`config.mk`:
```
export PLATFORM = sky130hd
export DESIGN_NAME = redirect_ctrl
export DESIGN_NICKNAME = d
export VERILOG_FILES = /design/src/rtl/pipe_pkg.sv /design/src/rtl/fwd_pick.sv /design/src/rtl/redirect_ctrl.sv
export SDC_FILE = /design/constraint.sdc
export NUM_CORES = 1
export LEC_CHECK = 0
export BUFFER_PORTS_ARGS = -buffer_cell sky130_fd_sc_hd__buf_2
export CAP_MARGIN = 20
export CORE_ASPECT_RATIO = 0.8
export CORE_MARGIN = 8
export CORE_UTILIZATION = 58
export DETAILED_ROUTE_END_ITERATION = 10
export PLACE_DENSITY = 0.85
export SETUP_SLACK_MARGIN = 0.4
export SYNTH_ARGS = -nofsm -noshare
export SYNTH_HDL_FRONTEND = slang
export SYNTH_HIERARCHICAL = 1
export SYNTH_SLANG_ARGS = --single-unit
```
`constraint.sdc`:
```
create_clock -name clk -period 4.3 [get_ports clk]
set_input_delay 0.86 -clock clk [delete_from_list [all_inputs] [get_ports clk]]
set_output_delay 0.86 -clock clk [all_outputs]
set_load 0.01 [all_outputs]
```
`src/rtl/pipe_pkg.sv`:
```
// Shared pipeline constants and shadow-stage type for the redirect (hazard/forwarding) controller.
package pipe_pkg;

  localparam int unsigned SHADOW_AW = 5;

  localparam logic [5:0] OP_LW  = 6'h23;
  localparam logic [5:0] OP_LBU = 6'h24;
  localparam logic [5:0] OP_JAL = 6'h03;
  localparam logic [5:0] OP_LUI = 6'h0f;

  localparam logic [1:0] FWD_RF    = 2'b00;
  localparam logic [1:0] FWD_EXMEM = 2'b01;
  localparam logic [1:0] FWD_MEMWB = 2'b10;
  localparam logic [1:0] FWD_WBDLY = 2'b11;

  typedef struct packed {
    logic                 we;
    logic [SHADOW_AW-1:0] wreg;
    logic                 is_load;
  } shadow_t;

  // r0 is hard-wired zero, so a write to it never produces a value worth forwarding.
  function automatic logic writes(input shadow_t s, input logic [SHADOW_AW-1:0] r);
    return s.we && (s.wreg == r) && (r != '0);
  endfunction

endpackage

```
`src/rtl/fwd_pick.sv`:
```
// Nearest-producer-first forwarding select for one EX operand.
module fwd_pick
  import pipe_pkg::*;
(
  input  logic [SHADOW_AW-1:0] src,
  input  logic                 use_src,
  input  shadow_t              ex,
  input  shadow_t              mem,
  input  shadow_t              wb,
  output logic [1:0]           sel
);

  always_comb begin
    sel = FWD_RF;
    if (use_src) begin
      if (writes(ex, src)) begin
        sel = FWD_EXMEM;
      end else if (writes(mem, src)) begin
        sel = FWD_MEMWB;
      end else if (writes(wb, src)) begin
        sel = FWD_WBDLY;
      end
    end
  end

endmodule

```
`src/rtl/redirect_ctrl.sv`:
```
// Hazard/forwarding controller for the 5-stage pipeline; REG_AW must match SHADOW_AW.
// Optional counters (stall_cnt, fwd_cnt, flush_cnt) are built when REDIRECT_STATS_EN is defined.
module redirect_ctrl
  import pipe_pkg::*;
#(
  parameter int unsigned REG_AW = 5,
  parameter int unsigned OP_W   = 6
) (
  input  logic              clk,
  input  logic              rst,
  input  logic              id_valid,
  input  logic [OP_W-1:0]   id_op,
  input  logic [REG_AW-1:0] id_rs,
  input  logic [REG_AW-1:0] id_rt,
  input  logic              id_use_rs,
  input  logic              id_use_rt,
  input  logic [REG_AW-1:0] id_wreg,
  input  logic              id_regwrite,
  input  logic              flush,
  input  logic              mem_stall,
  output logic              stall,
  output logic              bubble,
  output logic [1:0]        fwd_a_sel,
  output logic [1:0]        fwd_b_sel,
  output logic              wb_we,
  output logic [REG_AW-1:0] wb_wreg
`ifdef REDIRECT_STATS_EN
  ,
  output logic [31:0]       stall_cnt,
  output logic [31:0]       fwd_cnt,
  output logic [31:0]       flush_cnt
`endif
);

  shadow_t    ex_q, mem_q, wb_q;
  shadow_t    id_sh;
  logic       is_load;
  logic       hazard;
  logic [1:0] pick_a, pick_b;

  always_comb begin
    is_load      = (id_op == OP_W'(OP_LW)) || (id_op == OP_W'(OP_LBU));
    id_sh.we      = id_regwrite;
    id_sh.wreg    = id_wreg;
    id_sh.is_load = is_load;
    hazard = id_valid && ex_q.is_load &&
             ((id_use_rs && writes(ex_q, id_rs)) || (id_use_rt && writes(ex_q, id_rt)));
    stall  = hazard && !flush && !mem_stall;
    // The external freeze dominates; reset also masks the empty-ID bubble.
    bubble = (hazard || flush || !id_valid) && !mem_stall && !rst;
  end

  fwd_pick u_pick_a (
    .src     (id_rs),
    .use_src (id_use_rs),
    .ex      (ex_q),
    .mem     (mem_q),
    .wb      (wb_q),
    .sel     (pick_a)
  );

  fwd_pick u_pick_b (
    .src     (id_rt),
    .use_src (id_use_rt),
    .ex      (ex_q),
    .mem     (mem_q),
    .wb      (wb_q),
    .sel     (pick_b)
  );

  always_ff @(posedge clk or posedge rst) begin
    if (rst) begin
      ex_q      <= '0;
      mem_q     <= '0;
      wb_q      <= '0;
      fwd_a_sel <= FWD_RF;
      fwd_b_sel <= FWD_RF;
    end else if (!mem_stall) begin
      ex_q      <= bubble ? '0 : id_sh;
      mem_q     <= ex_q;
      wb_q      <= mem_q;
      fwd_a_sel <= bubble ? FWD_RF : pick_a;
      fwd_b_sel <= bubble ? FWD_RF : pick_b;
    end
  end

  assign wb_we   = wb_q.we;
  assign wb_wreg = wb_q.wreg;

`ifdef REDIRECT_STATS_EN
  logic fwd_entry;
  assign fwd_entry = !mem_stall && !bubble && ((pick_a != FWD_RF) || (pick_b != FWD_RF));

  always_ff @(posedge clk or posedge rst) begin
    if (rst) begin
      stall_cnt <= '0;
      fwd_cnt   <= '0;
      flush_cnt <= '0;
    end else begin
      if (stall)              stall_cnt <= stall_cnt + 32'd1;
      if (fwd_entry)          fwd_cnt   <= fwd_cnt + 32'd1;
      if (flush && !mem_stall) flush_cnt <= flush_cnt + 32'd1;
    end
  end
`endif

endmodule

```
==> results.py <==
metrics = {
    "setup_path": {
        "start_kind": "primary input",
        "cp.arrival_ns": 2.50,
        "startpoint": "id_rt[1]",
        "cp_cell_sequence": "buf_2, xnor2_1, nand4_1, a2111oi_1, a41oi_1, a311oi_1, buf_2",
        "end_kind": "output pin",
        "crit_path_max_incr_delay_ns": 0.51,
        "cp.required_ns": 3.44,
        "cp_max_fo": 6,
        "crit_top_cell": "buf_2",
        "critical_path.slowest_cell": "a2111oi_1",
        "critPathKind": "primary input to output pin",
        "worstReg2RegStart": "ex_q[1]$_DFFE_PP0N_",
    },
    "floorplanning": {
        "dieArea_sq_um": 4950,
        "fp.dieH_um": 64.6,
        "design.core.area_sq_um": 2790,
        "ioPinCount": 41,
        "std_cell_rows": 17,
        "die_w_um": 76.7,
        "start_util_pct": 61.4,
    },
    "timing": {
        "report.final.slew_viol_count": 0,
        "setup_slack_ns": 0.939,
        "finalSetupTns_ns": 0,
        "fmax_ghz": 0.298,
        "grt_setup_unrepaired": "no",
        "slew_headroom_pct": 49.4,
        "clock_skew_ns": 0.00873,
        "worst_slew_pin_slew_ns": 0.755,
        "finalCriticalPeriod_ns": 3.36,
        "setup_viol": 0,
        "period_share_pct": 78.2,
        "hold_violations": 0,
    },
    "pwr": {
        "comb_power_share_pct": 29.0,
        "switching_power_uw": 198,
        "swShare_pct": 33.6,
        "powerDensity_nw_per_um2": 303,
        "p_leak_uw": 0.000843,
        "seq_power_share_pct": 48.2,
        "power_frac_clock_pct": 22.8,
        "finalPower_uw": 590,
        "p_int_uw": 392,
        "ir_drop_mv": 0.220,
    },
    "drt": {
        "wl_um": 4360,
        "vias_per_cell": 5.84,
        "drt_pass1_iterations": 4,
        "dr.first_iter.drc_count": 86,
        "vias": 1424,
        "drtAntennaViolNets": 0,
        "drc_errors": 0,
        "post_drt_wl_per_cell_um": 17.9,
    },
    "cts": {
        "numCtsBuffers": 3,
        "worst_skew_pair.late_latency_ns": 0.27,
        "cts_hold_buf": 0,
        "cts_tree": "yes",
        "clkTransAtPathRegs_ns": 0.08,
        "cts_sinks": 23,
        "cts-htree-levels": 1,
        "cts_resized": 0,
        "post_cts_buffers": 0,
        "cts-root-buf": "clkbuf_8",
        "cts_buffer_depth": 2,
    },
    "finish": {
        "seq_area_sq_um": 576,
        "area_delta_synth_final_pct": 14.0,
        "num-nets-final": 236,
        "fillers": 225,
        "antenna_cells": 0,
        "multiInputGateArea_sq_um": 1020,
        "fin_area_sq_um": 1950,
        "drive_above_1_share_pct": 35.4,
    },
    "grt": {
        "grt_pass1_wl_um": 7050,
        "overflow": 0,
        "grt_usage_pct": 17.4,
        "grt_pass1_vias": 1507,
        "grt_max_degree": 29,
        "antenna_found_initial": 0,
    },
    "min_path": {
        "hp-start": "fwd_a_sel[0]$_DFFE_PP0N_",
        "min_path_type": "flop to flop",
    },
    "placement": {
        "gp_congestion": 0.866,
        "dp_slack_ns": 1.11,
        "io_buffers": 40,
        "hpwl_um": 3400,
        "placed_area_sq_um": 1900,
    },
    "job": {
        "cap_viol_max_count": 0,
    },
    "synthesis": {
        "syn_nets": 199,
        "synth.avg_cell_area_sq_um": 10.1,
        "yosys_warnings": 6,
        "syn_area_sq_um": 1710,
        "syn-instance-count": 170,
    },
    "outcome": {
        "status": "complete, no violations",
    },
}
routing by layer:
| layer | up-vias | GRT usage (%) | routed length, um |
|---|---|---|---|
| met3 | 15 | 4.82 | 293 |
| met2 | 52 | 30.9 | 2160 |
| li1 | 675 | - | - |
| met1 | 682 | 19.4 | 1790 |
| met5 | - | 0 | 0 |
| met4 | 0 | 7.18 | 121 |
per-stage QoR:
step / hold slack, ns / util, % / cells
5_1_grt: 0.561 / 70.0 / 244
3_3_place_gp: 0.498 / 68.3 / 240
2_1_floorplan: 0.500 / - / 170
3_5_place_dp: 0.514 / 68.3 / 240
4_1_cts: 0.532 / 70.0 / 244
6_report: 0.526 / 70.0 / 244
power by group through the flow:
stage | combinational (uW) | sequential (uW) | clock, uW
after global placement | 161 | 287 | 0
after global routing | 186 | 288 | 147
after CTS | 171 | 284 | 136
after floorplan | 127 | 276 | 0
final | 171 | 285 | 134
after detailed placement | 169 | 289 | 0
worst paths after layout:
path / to / slack [ns] / depth (start not counted)
setup reg to reg: ex_q[0]$_DFFE_PP0N_ / 2.06 / 5
setup / recovery: bubble / 0.94 / 7
max in group asynchronous: ex_q[1]$_DFFE_PP0N_ / 3.41 / 3
min in group asynchronous: mem_q[6]$_DFFE_PP0N_ / 0.65 / 3
hold / removal: fwd_a_sel[0]$_DFFE_PP0N_ / 0.53 / 2
hold reg to reg: fwd_a_sel[0]$_DFFE_PP0N_ / 0.53 / 2
sequential cells by signal, indices dropped and copies added (netlist names):
register and cells:
wb_wreg 5, fwd_b_sel 2, mem_q 6, ex_q 7, wb_we 1, fwd_a_sel 2
critical path: cells and delay by family:
family | cells | cell delay [ns]
AOI/OAI and AO/OA | 3 | 0.98
xor gates and xnor gates | 1 | 0.14
buffers and inverters | 2 | 0.38
and+or+nand+nor | 1 | 0.14
area by class of cell:
cell class	instances	share of cell area, %
clock buffer	4	2.31
inverter	14	2.70
tap	38	2.44
multi-input combinational	124	52.4
timing repair buffer	41	10.7
sequential	23	29.5
layout by cell type, fill, tap and decap left out, types with 3 or more instances in the layout:
cell       n
mux2_2     7
nor4_1     3
o21ai_2   10
dfrtp_1   23
xnor2_1   22
clkbuf_8   3
nand4_1    6
nor2_1     6
buf_2     40
mux2_1     5
nand2_1    6
xor2_1    16
inv_1     14
a22oi_1   10
Power figures use the tool's default switching activity.
